$ cat src/rtl/draw_sprite_multi_pkg.sv
// Shared definitions for the multi-sprite drawing stage: timing bus widths,
// the timing bus record carried down the delay line, and the sprite slicer.
package draw_sprite_multi_pkg;

  localparam int CNT_W   = 11;   // hcount / vcount width
  localparam int RGB_W   = 12;   // 4:4:4 colour
  localparam int POS_W   = 12;   // sprite position width
  localparam int MAX_SPR = 8;    // widest sprite bus the slicer accepts

  localparam logic [RGB_W-1:0] KEY_RGB_DEFAULT = 12'h000;

  typedef logic [POS_W*MAX_SPR-1:0] spr_bus_t;

  // Everything that travels alongside the pixel with fixed latency.
  typedef struct packed {
    logic [CNT_W-1:0] hcount;
    logic [CNT_W-1:0] vcount;
    logic             hsync;
    logic             vsync;
    logic             hblnk;
    logic             vblnk;
    logic [RGB_W-1:0] rgb;
  } timing_t;

  // Pick sprite idx's 12-bit field out of a packed per-sprite bus.
  function automatic logic [POS_W-1:0] slice12(input spr_bus_t bus, input int idx);
    return bus[POS_W*idx +: POS_W];
  endfunction

endpackage

$ cat src/rtl/draw_sprite_multi_sprite_hit_addr.sv
// One sprite: frame-synchronous shadow copy of position/enable, plus the
// first pipeline stage (hit test and ROM address).
module sprite_hit_addr
  import draw_sprite_multi_pkg::*;
#(
  parameter int SPR_W  = 48,
  parameter int SPR_H  = 64,
  parameter int ADDR_W = 12
) (
  input  logic              pclk,
  input  logic              rst,
  input  logic              load,
  input  logic [POS_W-1:0]  xpos,
  input  logic [POS_W-1:0]  ypos,
  input  logic              en,
  input  logic [CNT_W-1:0]  hcount,
  input  logic [CNT_W-1:0]  vcount,
  input  logic              blank_n,
  output logic              hit,
  output logic [ADDR_W-1:0] pixel_addr
);

  logic [POS_W-1:0]  x_reg;
  logic [POS_W-1:0]  y_reg;
  logic              en_reg;

  // 13-bit operands so that x+SPR_W never wraps back onto the left edge.
  logic [12:0]       h13, v13, x13, y13, dx, dy;
  logic              hit_next;
  logic [ADDR_W-1:0] addr_next;

  assign h13 = {2'b00, hcount};
  assign v13 = {2'b00, vcount};
  assign x13 = {1'b0, x_reg};
  assign y13 = {1'b0, y_reg};
  assign dx  = h13 - x13;
  assign dy  = v13 - y13;

  assign hit_next = en_reg & blank_n
                  & (h13 >= x13) & (h13 < x13 + 13'(SPR_W))
                  & (v13 >= y13) & (v13 < y13 + 13'(SPR_H));

  // Modular arithmetic in ADDR_W bits gives the truncated linear address.
  assign addr_next = hit_next ? (ADDR_W'(dy) * ADDR_W'(SPR_W) + ADDR_W'(dx)) : '0;

  // Shadow registers only change on the vblank rising edge (tear-free update).
  always_ff @(posedge pclk or posedge rst) begin
    if (rst) begin
      x_reg  <= '0;
      y_reg  <= '0;
      en_reg <= 1'b0;
    end else if (load) begin
      x_reg  <= xpos;
      y_reg  <= ypos;
      en_reg <= en;
    end
  end

  // Stage 1: register hit flag and ROM address.
  always_ff @(posedge pclk or posedge rst) begin
    if (rst) begin
      hit        <= 1'b0;
      pixel_addr <= '0;
    end else begin
      hit        <= hit_next;
      pixel_addr <= addr_next;
    end
  end

endmodule

$ cat src/rtl/draw_sprite_multi.sv
// Overlays N_SPR colour-keyed bitmap sprites on the pixel stream with a
// fixed 3-cycle latency on every output; lower index has higher priority.
module draw_sprite_multi
  import draw_sprite_multi_pkg::*;
#(
  parameter int          N_SPR   = 4,
  parameter int          SPR_W   = 48,
  parameter int          SPR_H   = 64,
  parameter int          ADDR_W  = 12,
  parameter logic [11:0] KEY_RGB = KEY_RGB_DEFAULT
) (
  input  logic                      pclk,
  input  logic                      rst,
  input  logic [10:0]               hcount_in,
  input  logic [10:0]               vcount_in,
  input  logic                      hsync_in,
  input  logic                      vsync_in,
  input  logic                      hblnk_in,
  input  logic                      vblnk_in,
  input  logic [11:0]               rgb_in,
  input  logic [12*N_SPR-1:0]       xpos_in,
  input  logic [12*N_SPR-1:0]       ypos_in,
  input  logic [N_SPR-1:0]          spr_en_in,
  output logic [ADDR_W*N_SPR-1:0]   pixel_addr,
  input  logic [12*N_SPR-1:0]       rgb_pixel,
  output logic [10:0]               hcount_out,
  output logic [10:0]               vcount_out,
  output logic                      hsync_out,
  output logic                      vsync_out,
  output logic                      hblnk_out,
  output logic                      vblnk_out,
  output logic [11:0]               rgb_out,
  output logic                      hit_any
);

  logic             vblnk_prev;
  logic             load;
  logic             blank_n;
  timing_t          tim_in, tim1_reg, tim2_reg;
  logic [N_SPR-1:0] hit1;
  logic [N_SPR-1:0] hit2_reg;
  logic [11:0]      rgb_next;
  logic             hit_next;

  assign load    = vblnk_in & ~vblnk_prev;
  assign blank_n = ~(hblnk_in | vblnk_in);
  assign tim_in  = {hcount_in, vcount_in, hsync_in, vsync_in, hblnk_in, vblnk_in, rgb_in};

  genvar gi;
  generate
    for (gi = 0; gi < N_SPR; gi++) begin : g_spr
      sprite_hit_addr #(
        .SPR_W  (SPR_W),
        .SPR_H  (SPR_H),
        .ADDR_W (ADDR_W)
      ) u_hit (
        .pclk       (pclk),
        .rst        (rst),
        .load       (load),
        .xpos       (slice12(spr_bus_t'(xpos_in), gi)),
        .ypos       (slice12(spr_bus_t'(ypos_in), gi)),
        .en         (spr_en_in[gi]),
        .hcount     (hcount_in),
        .vcount     (vcount_in),
        .blank_n    (blank_n),
        .hit        (hit1[gi]),
        .pixel_addr (pixel_addr[ADDR_W*gi +: ADDR_W])
      );
    end
  endgenerate

  // Stage 3 compositing: scan from lowest priority up so sprite 0 wins last.
  always_comb begin
    rgb_next = tim2_reg.rgb;
    hit_next = 1'b0;
    for (int i = N_SPR - 1; i >= 0; i--) begin
      if (hit2_reg[i] && (rgb_pixel[12*i +: 12] != KEY_RGB)) begin
        rgb_next = rgb_pixel[12*i +: 12];
        hit_next = 1'b1;
      end
    end
    if (tim2_reg.hblnk || tim2_reg.vblnk) begin
      rgb_next = 12'h000;
      hit_next = 1'b0;
    end
  end

  // Timing delay line, vblank edge tracker and registered outputs.
  always_ff @(posedge pclk or posedge rst) begin
    if (rst) begin
      vblnk_prev <= 1'b0;
      tim1_reg   <= '0;
      tim2_reg   <= '0;
      hit2_reg   <= '0;
      hcount_out <= '0;
      vcount_out <= '0;
      hsync_out  <= 1'b0;
      vsync_out  <= 1'b0;
      hblnk_out  <= 1'b0;
      vblnk_out  <= 1'b0;
      rgb_out    <= '0;
      hit_any    <= 1'b0;
    end else begin
      vblnk_prev <= vblnk_in;
      tim1_reg   <= tim_in;
      tim2_reg   <= tim1_reg;
      hit2_reg   <= hit1;
      hcount_out <= tim2_reg.hcount;
      vcount_out <= tim2_reg.vcount;
      hsync_out  <= tim2_reg.hsync;
      vsync_out  <= tim2_reg.vsync;
      hblnk_out  <= tim2_reg.hblnk;
      vblnk_out  <= tim2_reg.vblnk;
      rgb_out    <= rgb_next;
      hit_any    <= hit_next;
    end
  end

endmodule

$ cat config.mk
export PLATFORM = sky130hd
export DESIGN_NAME = draw_sprite_multi
export DESIGN_NICKNAME = d
export VERILOG_FILES = /design/src/rtl/draw_sprite_multi_pkg.sv /design/src/rtl/draw_sprite_multi_sprite_hit_addr.sv /design/src/rtl/draw_sprite_multi.sv
export SDC_FILE = /design/constraint.sdc
export NUM_CORES = 1
export LEC_CHECK = 0
export ABC_AREA = 1
export BUFFER_PORTS_ARGS = -buffer_cell sky130_fd_sc_hd__buf_2
export CORE_AREA = 2 2 309 158
export DETAILED_ROUTE_END_ITERATION = 8
export DIE_AREA = 0 0 311 160
export GPL_TIMING_DRIVEN = 0
export PLACE_DENSITY_LB_ADDON = 0.2
export SLEW_MARGIN = 20
export SYNTH_ARGS = -nofsm -noshare
export SYNTH_HDL_FRONTEND = slang
export SYNTH_SLANG_ARGS = --single-unit
export TNS_END_PERCENT = 1
$ cat constraint.sdc
create_clock -name pclk -period 11.4 [get_ports pclk]
set_clock_uncertainty 0.2 [all_clocks]
set_input_delay 1.71 -clock pclk [delete_from_list [all_inputs] [get_ports pclk]]
set_output_delay 1.71 -clock pclk [all_outputs]
set_load 0.01 [all_outputs]
==> flow_metrics.env <==
export IMPL_status="completed"
export IMPL_ant_nets=0
export IMPL_hold_start="tim2_reg[20]"
export IMPL_drive_gt1_share_pct=17.5
export IMPL_drc=0
export IMPL_worst_setup_path_end_kind="flop"
export IMPL_cts_setup_buffers=0
export IMPL_fmax_mhz=182
export IMPL_grt_max_degree=102
export IMPL_reg2reg_slack_ps=7150
export IMPL_slew_limit_headroom_pct=32.3
export IMPL_drt_wl_total_um=52000
export IMPL_path_cells="buf_2, inv_1, ha_1, inv_1, fa_1, nand3_1, nand2_1, xor2_1, ha_1, inv_1, o21ai_0, a31oi_1, xor2_1, inv_1, fa_1, ha_1, inv_1, o21ai_0, a31oi_1, nand3_1, or2_2, nand2_1, nor2_1"
export IMPL_synth_edf_count=0
export IMPL_min_path_cells=0
export IMPL_cts_buffers=29
export IMPL_crit_slowest_cell="fa_1"
export IMPL_ioPinCount=275
export IMPL_final_cells=3053
export IMPL_gp_congestion=0.964
export IMPL_whs_endpoint="vcount_out[4]"
export IMPL_grt_pass1_vias=14400
export IMPL_worstMarginPinSlew_ps=1020
export IMPL_die_h_um=160
export IMPL_critPathLaunchType="input port"
export IMPL_report_final_slew_viol_count=0
export IMPL_powerDensity_nw_per_um2=205
export IMPL_reg2reg_depth=21
export IMPL_ys_seq_elements=271
export IMPL_firstDrtPassIters=5
export IMPL_synthesis_instances=2073
export IMPL_hold_violations=0
export IMPL_avgViaCountPerCell=4.85
export IMPL_fillers=4716
export IMPL_design_core_area_um2=47500
export IMPL_crit_fanout=4
export IMPL_wl_met3_um=2640
export IMPL_synthesis_nets=2521
export IMPL_dp_cells=2998
export IMPL_clkLatencyLatePin_ps=580
export IMPL_cts_resized=0
export IMPL_grt_pass1_wl_um=79900
export IMPL_cts_root_buffer="clkbuf_16"
export IMPL_clock_sinks=271
export IMPL_rsz0062_at_grt="false"
export IMPL_wl_met1_um=26400
export IMPL_drv_cap=0
export IMPL_hold_ws_ps=146
export IMPL_vias=14800
export IMPL_cpPeakStageDelay_ps=430
export IMPL_antenna_found_initial=2
export IMPL_period_needed_ps=5490
export IMPL_grt_total_usage_pct=20.8
export IMPL_wire_per_inst_um=17.0
export IMPL_post_dp_cell_area_um2=20000
export IMPL_cp_num_buf_inv=6
export IMPL_critPathRequiredTime_ps=11680
export IMPL_p_leak_nw=11.2
export IMPL_stdcell_area_um2=21100
export IMPL_globalRouteOverflowTotal=0
export IMPL_syn_area_um2=17800
export IMPL_route_top_layer_used="met4"
export IMPL_path_clk_slew_ps=70
export IMPL_nets=2828
export IMPL_cts_max_path_buffers=3
export IMPL_yosysWarnings=0
export IMPL_crit_family="adder cells"
export IMPL_die_area_um2=49800
export IMPL_period_share_pct=48.2
export IMPL_io_buffers=274
export IMPL_yosysUniqueCellTypes=49
export IMPL_fin_util_pct=44.3
export IMPL_yosysSeqAreaShare_pct=38.1
export IMPL_drt_iter0_drc=818
export IMPL_cpMostUsedCell="inv_1"
export IMPL_timing_rr_start="g_spr[2].u_hit.y_reg[0]"
export IMPL_async_flop_share_pct=100
export IMPL_cts_tree="built"
export IMPL_floorplan_initialDensity_pct=37.5
export IMPL_setup_viol=0
export IMPL_dp_hpwl_um=42500
export IMPL_critPathKind="input port to flop"
export IMPL_critPathArrivalTime_ps=5770
export IMPL_avgSynthCellArea_um2=8.58
export IMPL_die_w_um=311
export IMPL_crit_reg2reg_capture="g_spr[2].u_hit.pixel_addr[10]"
export IMPL_wl_met2_um=21800
export IMPL_row_count=57
export IMPL_htreeDepth=1
export IMPL_peakVddDrop_v=0.000106
export IMPL_cts_hold_buf=0
export IMPL_area_delta_synth_final_pct=18.4
export IMPL_synthFlopType="dfrtp_1"
export IMPL_min_path_type="flop to flop"
==> per-layer routing <==
layer,track usage [%],up-vias
li1,-,7328
met1,31.5,7087
met2,31.1,330
met3,3.27,68
met4,4.35,0
met5,0,-
==> logic make-up after synthesis <==
logic type | count (synthesis) | share of synthesized area [%]
AO/OA/AOI/OAI | 327 | 9.80
AND/OR/NAND/NOR | 758 | 19.0
adder cells (fa/ha/maj) | 260 | 20.5
multiplexers | 10 | 0.633
XOR/XNOR | 85 | 4.18
buffers and inverters | 362 | 7.79
flip-flops | 271 | 38.1
==> power by group <==
group          switching (W)  internal [W]
Sequential         0.0000381       0.00103
Combinational        0.00133      0.000886
Clock               0.000426      0.000600
==> cells in the mapped netlist (2+ instances only) <==
master	number	share of area, %
fa_1	52	5.9
xor2_1	56	2.8
o211ai_1	2	0.084
clkbuf_1	15	0.32
nand3_2	4	0.23
nand2_1	349	7.4
o21a_1	8	0.34
or2_2	5	0.18
o21ai_0	64	1.8
inv_4	3	0.11
o31ai_1	5	0.21
o21ai_1	16	0.45
nand3b_1	10	0.42
nand4_1	29	1.0
xnor2_1	29	1.4
a21o_1	4	0.17
buf_2	7	0.20
or2_0	3	0.11
a21oi_2	2	0.098
and2_1	2	0.070
inv_1	319	6.7
and3_1	3	0.11
a31oi_1	7	0.25
nor2_1	185	3.9
dfrtp_1	271	38
nor3_4	2	0.18
ha_1	208	15
inv_2	10	0.21
nor3b_1	2	0.084
nor3_2	11	0.62
buf_1	6	0.13
nor3_1	20	0.56
nand3_1	88	2.5
o21bai_1	4	0.17
nor2_2	31	1.1
nor2_4	3	0.19
nand2_2	3	0.11
nor4_1	8	0.28
mux2_2	10	0.63
a21oi_1	208	5.9
==> per-stage QoR <==
stage | setup TNS [ps] | total power [W] | setup WS, ps
3_5_place_dp | 0 | 0.00330 | 5350
2_1_floorplan | 0 | 0.00281 | 2020
4_1_cts | 0 | 0.00435 | 5950
3_3_place_gp | -305050 | 0.00326 | -1190
6_report | 0 | 0.00431 | 5910
5_1_grt | 0 | 0.00471 | 5600
==> cell usage in the layout, fill, tap and decap left out, types with 16 or more instances in the layout <==
master	netlist	routed
nand2_1	349	349
inv_1	319	318
buf_2	7	281
dfrtp_1	271	271
a21oi_1	208	208
ha_1	208	208
nor2_1	185	185
nand3_1	88	88
o21ai_0	64	64
xor2_1	56	56
fa_1	52	52
nor2_2	31	31
xnor2_1	29	29
nand4_1	29	29
clkbuf_16	0	29
clkbuf_1	15	20
nor3_1	20	20
o21ai_1	16	16
==> how the worst max path moves through the flow <==
stage	start	endpoint	slack, ps	cells past startpoint
finish	vcount_in[0]	g_spr[2].u_hit.pixel_addr[10]	5910	23
global placement	rst	tim1_reg[22]	-1190	2
CTS	vcount_in[0]	g_spr[2].u_hit.pixel_addr[10]	5950	23
global route	vcount_in[0]	g_spr[2].u_hit.pixel_addr[10]	5600	23
detailed placement	vcount_in[0]	g_spr[2].u_hit.pixel_addr[10]	5350	23
floorplan	rst	g_spr[0].u_hit.en_reg	2020	1
==> final cells by class <==
type	instances	area [µm²]	area share, %
antenna	1	2.50	0.0119
multi-input combinational	1440	9620	45.7
sequential	271	6780	32.2
inverter	332	1260	5.99
clock inverter	18	253	1.20
buffer	30	133	0.630
tap	649	812	3.86
timing repair buffer	276	1430	6.77
clock buffer	36	772	3.67
(Power assumes the default switching activity.)
